[src/rtl/pe_pkg.sv]
// Shared types, default sizes and the product width-extension helper for the
// systolic processing element.
package pe_pkg;

    typedef enum logic {
        PE_IDLE = 1'b0,
        PE_ACC  = 1'b1
    } pe_state_t;

    localparam int PE_DATA_W  = 8;
    localparam int PE_ACC_W   = 32;
    localparam int PE_K_DEPTH = 16;
    // Widest accumulator the helper below can extend into.
    localparam int PE_EXT_W   = 128;

    // Extends the low prod_w bits of prod to PE_EXT_W bits: sign-extended when
    // signed_mode is set, zero-extended otherwise.
    function automatic logic [PE_EXT_W-1:0] ext_prod(
        input logic [PE_EXT_W-1:0] prod,
        input int                  prod_w,
        input logic                signed_mode
    );
        logic [PE_EXT_W-1:0] res;
        logic                fill;
        fill = 1'b0;
        for (int i = 0; i < PE_EXT_W; i++) begin
            if (i == prod_w - 1) begin
                fill = signed_mode & prod[i];
            end
        end
        for (int i = 0; i < PE_EXT_W; i++) begin
            res[i] = (i < prod_w) ? prod[i] : fill;
        end
        return res;
    endfunction

endpackage

[src/rtl/pe_mult.sv]
// Combinational DATA_W x DATA_W multiplier with a full 2*DATA_W result.
// Separate module so a pipelined multiplier can be dropped in later.
module pe_mult #(
    parameter int DATA_W = 8,
    parameter int SIGNED = 0
) (
    input  logic [DATA_W-1:0]   a,
    input  logic [DATA_W-1:0]   b,
    output logic [2*DATA_W-1:0] p
);

    logic [2*DATA_W-1:0] a_ext;
    logic [2*DATA_W-1:0] b_ext;

    // Extending both operands to 2*DATA_W makes one truncated multiply correct
    // for both two's-complement and unsigned operands.
    generate
        if (SIGNED != 0) begin : g_signed
            assign a_ext = {{DATA_W{a[DATA_W-1]}}, a};
            assign b_ext = {{DATA_W{b[DATA_W-1]}}, b};
        end else begin : g_unsigned
            assign a_ext = {{DATA_W{1'b0}}, a};
            assign b_ext = {{DATA_W{1'b0}}, b};
        end
    endgenerate

    assign p = a_ext * b_ext;

endmodule

[src/rtl/pe_mac_stream.sv]
// Streaming MAC processing element: forwards operands south/east, sums K_DEPTH
// valid products per tile. Define PE_SATURATE_EN for saturating sums and ovf.
module pe_mac_stream
    import pe_pkg::*;
#(
    parameter int DATA_W  = PE_DATA_W,
    parameter int ACC_W   = PE_ACC_W,
    parameter int K_DEPTH = PE_K_DEPTH,
    parameter int SIGNED  = 0
) (
    input  logic              clk,
    input  logic              rst,
    input  logic [DATA_W-1:0] in_north,
    input  logic              in_north_vld,
    input  logic [DATA_W-1:0] in_west,
    input  logic              in_west_vld,
    input  logic              clear,
    output logic [DATA_W-1:0] out_south,
    output logic              out_south_vld,
    output logic [DATA_W-1:0] out_east,
    output logic              out_east_vld,
    output logic [ACC_W-1:0]  result,
    output logic              result_vld,
    output logic              busy,
    output logic              skew_err
`ifdef PE_SATURATE_EN
    ,
    output logic              ovf
`endif
);

    localparam int CNT_W = $clog2(K_DEPTH + 1);
    localparam logic [CNT_W-1:0] CNT_LAST = CNT_W'(K_DEPTH - 1);

    pe_state_t         state_reg, state_next;
    logic [ACC_W-1:0]  acc_reg, acc_next;
    logic [CNT_W-1:0]  cnt_reg, cnt_next;
    logic [ACC_W-1:0]  result_reg, result_next;
    logic              result_vld_reg, result_vld_next;
    logic              skew_reg, skew_next;
    logic [DATA_W-1:0] south_reg, east_reg;
    logic              south_vld_reg, east_vld_reg;

    logic [2*DATA_W-1:0] prod_raw;
    logic [ACC_W-1:0]    prod_ext;
    logic [ACC_W-1:0]    acc_base;
    logic [ACC_W-1:0]    sum_wrap;
    logic [ACC_W-1:0]    sum;
    logic                fire;

    pe_mult #(
        .DATA_W (DATA_W),
        .SIGNED (SIGNED)
    ) u_mult (
        .a (in_north),
        .b (in_west),
        .p (prod_raw)
    );

    assign prod_ext = ACC_W'(ext_prod(PE_EXT_W'(prod_raw), 2 * DATA_W, SIGNED != 0));
    assign fire     = in_north_vld & in_west_vld & ~clear;
    assign acc_base = (state_reg == PE_ACC) ? acc_reg : '0;
    assign sum_wrap = acc_base + prod_ext;

`ifdef PE_SATURATE_EN
    logic sum_ovf;
    logic tile_ovf_reg, tile_ovf_next;
    logic ovf_reg, ovf_next;

    generate
        if (SIGNED != 0) begin : g_sat_signed
            // Overflow only when both addends share a sign the sum does not.
            assign sum_ovf = (acc_base[ACC_W-1] == prod_ext[ACC_W-1]) &&
                             (sum_wrap[ACC_W-1] != acc_base[ACC_W-1]);
            assign sum = !sum_ovf ? sum_wrap :
                         acc_base[ACC_W-1] ? {1'b1, {(ACC_W-1){1'b0}}}
                                           : {1'b0, {(ACC_W-1){1'b1}}};
        end else begin : g_sat_unsigned
            logic carry;
            logic [ACC_W-1:0] sum_low;
            assign {carry, sum_low} = {1'b0, acc_base} + {1'b0, prod_ext};
            assign sum_ovf = carry;
            assign sum     = carry ? '1 : sum_low;
        end
    endgenerate
`else
    assign sum = sum_wrap;
`endif

    always_comb begin
        state_next      = state_reg;
        acc_next        = acc_reg;
        cnt_next        = cnt_reg;
        result_next     = result_reg;
        result_vld_next = 1'b0;
        skew_next       = skew_reg | (~clear & (in_north_vld ^ in_west_vld));
`ifdef PE_SATURATE_EN
        tile_ovf_next   = tile_ovf_reg;
        ovf_next        = 1'b0;
`endif
        if (clear) begin
            state_next = PE_IDLE;
            acc_next   = '0;
            cnt_next   = '0;
`ifdef PE_SATURATE_EN
            tile_ovf_next = 1'b0;
`endif
        end else if (fire) begin
            if (cnt_reg == CNT_LAST) begin
                result_next     = sum;
                result_vld_next = 1'b1;
                state_next      = PE_IDLE;
                acc_next        = '0;
                cnt_next        = '0;
`ifdef PE_SATURATE_EN
                ovf_next      = tile_ovf_reg | sum_ovf;
                tile_ovf_next = 1'b0;
`endif
            end else begin
                state_next = PE_ACC;
                acc_next   = sum;
                cnt_next   = cnt_reg + CNT_W'(1);
`ifdef PE_SATURATE_EN
                tile_ovf_next = tile_ovf_reg | sum_ovf;
`endif
            end
        end
    end

    always_ff @(posedge clk or negedge rst) begin
        if (!rst) begin
            state_reg      <= PE_IDLE;
            acc_reg        <= '0;
            cnt_reg        <= '0;
            result_reg     <= '0;
            result_vld_reg <= 1'b0;
            skew_reg       <= 1'b0;
            south_reg      <= '0;
            south_vld_reg  <= 1'b0;
            east_reg       <= '0;
            east_vld_reg   <= 1'b0;
`ifdef PE_SATURATE_EN
            tile_ovf_reg   <= 1'b0;
            ovf_reg        <= 1'b0;
`endif
        end else begin
            state_reg      <= state_next;
            acc_reg        <= acc_next;
            cnt_reg        <= cnt_next;
            result_reg     <= result_next;
            result_vld_reg <= result_vld_next;
            skew_reg       <= skew_next;
            south_reg      <= in_north;
            south_vld_reg  <= in_north_vld;
            east_reg       <= in_west;
            east_vld_reg   <= in_west_vld;
`ifdef PE_SATURATE_EN
            tile_ovf_reg   <= tile_ovf_next;
            ovf_reg        <= ovf_next;
`endif
        end
    end

    assign out_south     = south_reg;
    assign out_south_vld = south_vld_reg;
    assign out_east      = east_reg;
    assign out_east_vld  = east_vld_reg;
    assign result        = result_reg;
    assign result_vld    = result_vld_reg;
    assign busy          = (state_reg == PE_ACC);
    assign skew_err      = skew_reg;
`ifdef PE_SATURATE_EN
    assign ovf           = ovf_reg;
`endif

endmodule

[config.mk]
export PLATFORM = sky130hd
export DESIGN_NAME = pe_mac_stream
export DESIGN_NICKNAME = d
export VERILOG_FILES = /design/src/rtl/pe_pkg.sv /design/src/rtl/pe_mult.sv /design/src/rtl/pe_mac_stream.sv
export SDC_FILE = /design/constraint.sdc
export NUM_CORES = 1
export LEC_CHECK = 0
export ABC_AREA = 1
export CAP_MARGIN = 25
export CORE_UTILIZATION = 53
export DETAILED_ROUTE_END_ITERATION = 16
export PLACE_DENSITY_LB_ADDON = 0.08
export SLEW_MARGIN = 0
export SYNTH_ARGS = -nofsm -noshare
export SYNTH_HDL_FRONTEND = slang
export SYNTH_HIERARCHICAL = 1
export SYNTH_SLANG_ARGS = --single-unit
[constraint.sdc]
create_clock -name clk -period 2.4 [get_ports clk]
set_input_delay 0.36 -clock clk [delete_from_list [all_inputs] [get_ports clk]]
set_output_delay 0.36 -clock clk [all_outputs]
set_load 0.02 [all_outputs]
==> results.cfg <==
[run_status]
status = finished, violations left
violations = negative setup slack

[floorplanning]
start_util_pct = 55.36
core-area_sq_um = 13450
die_h_um = 120.5
dieArea_sq_um = 14530
die_w_um = 120.5
ios = 74
fp-row-count = 42

[placed_design]
io_buffer_count = 73
place_congestion = 0.9399
dpl-instance-area_sq_um = 9189
hpwl_um = 14140

[logic_synthesis]
ys_seq_elements = 90
yosysWarnings = 6
syn-cell-area_sq_um = 7447
ys_top_cells_by_area = dfrtp_1 30%, nand2_1 21%, inv_1 11%
synth_top_area_cell = dfrtp_1
netlist.area_leader.share_pct = 30.24
ys.flop_type = dfrtp_1
synth_cell_types = 30
avgSynthCellArea_sq_um = 6.915
ys_seq_area_share_pct = 30.24
syn-num-nets = 1189
synth_edf_count = 0
ys_async_sr_fraction_pct = 100.0
syn_inst = 1077

[critical_path]
r2r_end = result[22]
worst_ep_arrival_time_ps = 4930
rrSetupSlack_ps = 70
crit_path_max_incr_delay_ps = 550
worstReg2RegStart = busy
crit_fanout = 4
crit_type = input port to flip-flop
endpoint_kind = flip-flop
cp_top_family = adder cells
crit_required_ps = 2660
crit_buf_inv = 8
crit_top_cell = nand2_2
start_kind = input port
slowest_stage = fa_1
reg2regPathDepth = 15

[clocking]
clock-sinks = 90
cts_tree = done
cts.clk_slew.worst_paths_ps = 70
htreeDepth = 3
clock_latency_ps = 370
cts_buffer_depth = 2
ctsHoldBuffers = 0
cts_root_buf = clkbuf_16
cts_buffers = 9

[finish]
finish.utilization_pct = 80.13
final_area_sq_um = 10780
areaGrowthSynthToFinish_pct = 44.76
final_nets = 1331
num_antenna_cells = 0
drive_gt1_share_pct = 33.66

[timing]
final-setup-viol-count = 58
period_minus_slack_ps = 4672
fin_crit_sh_pct = 194.7
slew_headroom_pct = 66.88
final-max-slew-violation-count = 0
clock_skew_ps = 7.878
rsz0062_at_grt = true
fin_setup_tns_ps = -114760
finalHoldViolCount = 0
tightestPinTransition_ps = 496.8
fmax_ghz = 0.2140
setup_ws_ps = -2272

[drt]
drtIter0Drc = 628
vias_per_cell = 5.215
drcViolationCount = 0
vias = 7301
post_drt_wl_per_cell_um = 16.02
routed_wl_um = 22420
antenna_left = 0
first_pass_iters = 5

[power_and_ir_drop]
ir_worst_vdd_uv = 762.4
powerDensity_nw_per_um2 = 999.4
p_leak_uw = 0.006001

[run]
max_cap_viol_count = 0

[grt]
grt_pass1_wl_um = 34630
grt_max_degree = 91
track_usage_pct = 30.61
grt_pass1_vias = 7153
grt_antenna_before_repair = 0
grt.overflow.total = 0

[worst_hold_path]
hold_path_class = input port to async pin
==> worst max-delay path by stage <==
stage | depth (start not counted) | to | slack (ps) | start
final | 31 | result[22] | -2270 | in_north[3]
after global routing | 32 | result[22] | -2560 | in_north[3]
after CTS | 31 | result[22] | -2150 | in_north[3]
after detailed placement | 26 | result[28] | -3140 | in_west[7]
after global placement | 26 | result[20] | -3100 | in_west[7]
after floorplan | 28 | acc_reg[28] | -2170 | in_north[3]
==> cells in the final DEF, fill, tap and decap left out, types with 11 or more instances in the layout <==
cell type,n
nand2_2,93
buf_6,29
nand3_2,13
ha_4,27
fa_1,33
dfrtp_1,90
nand2_1,306
inv_1,176
nor2_4,11
nand2_4,25
inv_2,53
ha_1,27
clkdlybuf4s50_1,56
buf_4,62
nor2_1,29
nor2_2,15
nand3_1,57
==> layer usage <==
layer | share of wire (%) | global-route usage, % | routed length, um | up-vias
met3 | 6.6 | 4.670 | 1475 | 68
met4 | 3.4 | 9.722 | 762 | 0
met1 | 44 | 42.94 | 9757 | 3462
met5 | 0 | 0 | 0 | -
li1 | - | - | - | 3470
met2 | 47 | 48.71 | 10430 | 301
==> report_power, final <==
group          internal [uW]  switching, uW  total (uW)
Clock                   1140            667        1800
Combinational           3360           3910        7270
Sequential              1640           68.5        1700
==> cells in the mapped netlist (2+ instances only) <==
cell type,number
o21ai_0,25
inv_1,220
a22o_1,2
nand4_1,6
nor3_1,4
nor2_4,5
nand2_2,3
nand3_2,3
or2_2,2
nor2_2,6
buf_2,6
dfrtp_1,90
and2_1,2
fa_1,37
clkbuf_1,24
a21oi_1,13
nand3_1,72
xnor2_1,8
nand2_4,2
nor2_1,44
ha_1,54
xor2_1,14
nand2_1,420
inv_2,9
==> kinds of logic (layout without fill, tap and decap cells) <==
logic type / Yosys count / in the layout / share of synthesized area [%]
AOI/OAI and AO/OA: 42 / 42 / 2.991
adders and majority gates: 91 / 91 / 19.02
and+or+nand+nor: 572 / 572 / 31.86
DFF: 90 / 90 / 30.24
xor gates and xnor gates: 22 / 22 / 2.587
buffers and inverters: 260 / 407 / 13.31
==> timing repair <==
item	4_1_cts	5_1_grt
setup endpoints to repair	60	58
pin swaps	85	45
gates resized for setup	255	111
buffers inserted	14	4
==> metrics by stage <==
| stage | hold WS [ps] | power, uW | cells | setup slack, ps |
|---|---|---|---|---|
| global route | 78.63 | 11330 | 1400 | -2556 |
| CTS | 55.92 | 9594 | 1396 | -2152 |
| finish | 26.61 | 10770 | 1400 | -2272 |
| global placement | 437.8 | 6475 | 1368 | -3098 |
| floorplan | 64.41 | 4745 | 1077 | -2175 |
| detailed placement | 448.3 | 6507 | 1368 | -3140 |
==> cell type report <==
cell class                 instances  area, sq um
inverter                         229        859.6
clock buffer                       9        225.2
fill                             894         2673
sequential                        90         2252
multi-input combinational        727         5517
timing repair buffer             162         1558
clock inverter                     7        148.9
tap                              176        220.2
==> worst register-to-register path: cells and delay by family, from the launching register on <==
kind / cells / cell delay, ps
adder cells (fa/ha/maj): 1 / 360
flip-flops: 1 / 460
AND/OR/NAND/NOR: 11 / 1060
buffers and inverters: 3 / 360
Note: power is estimated with default switching activity, not from simulation.
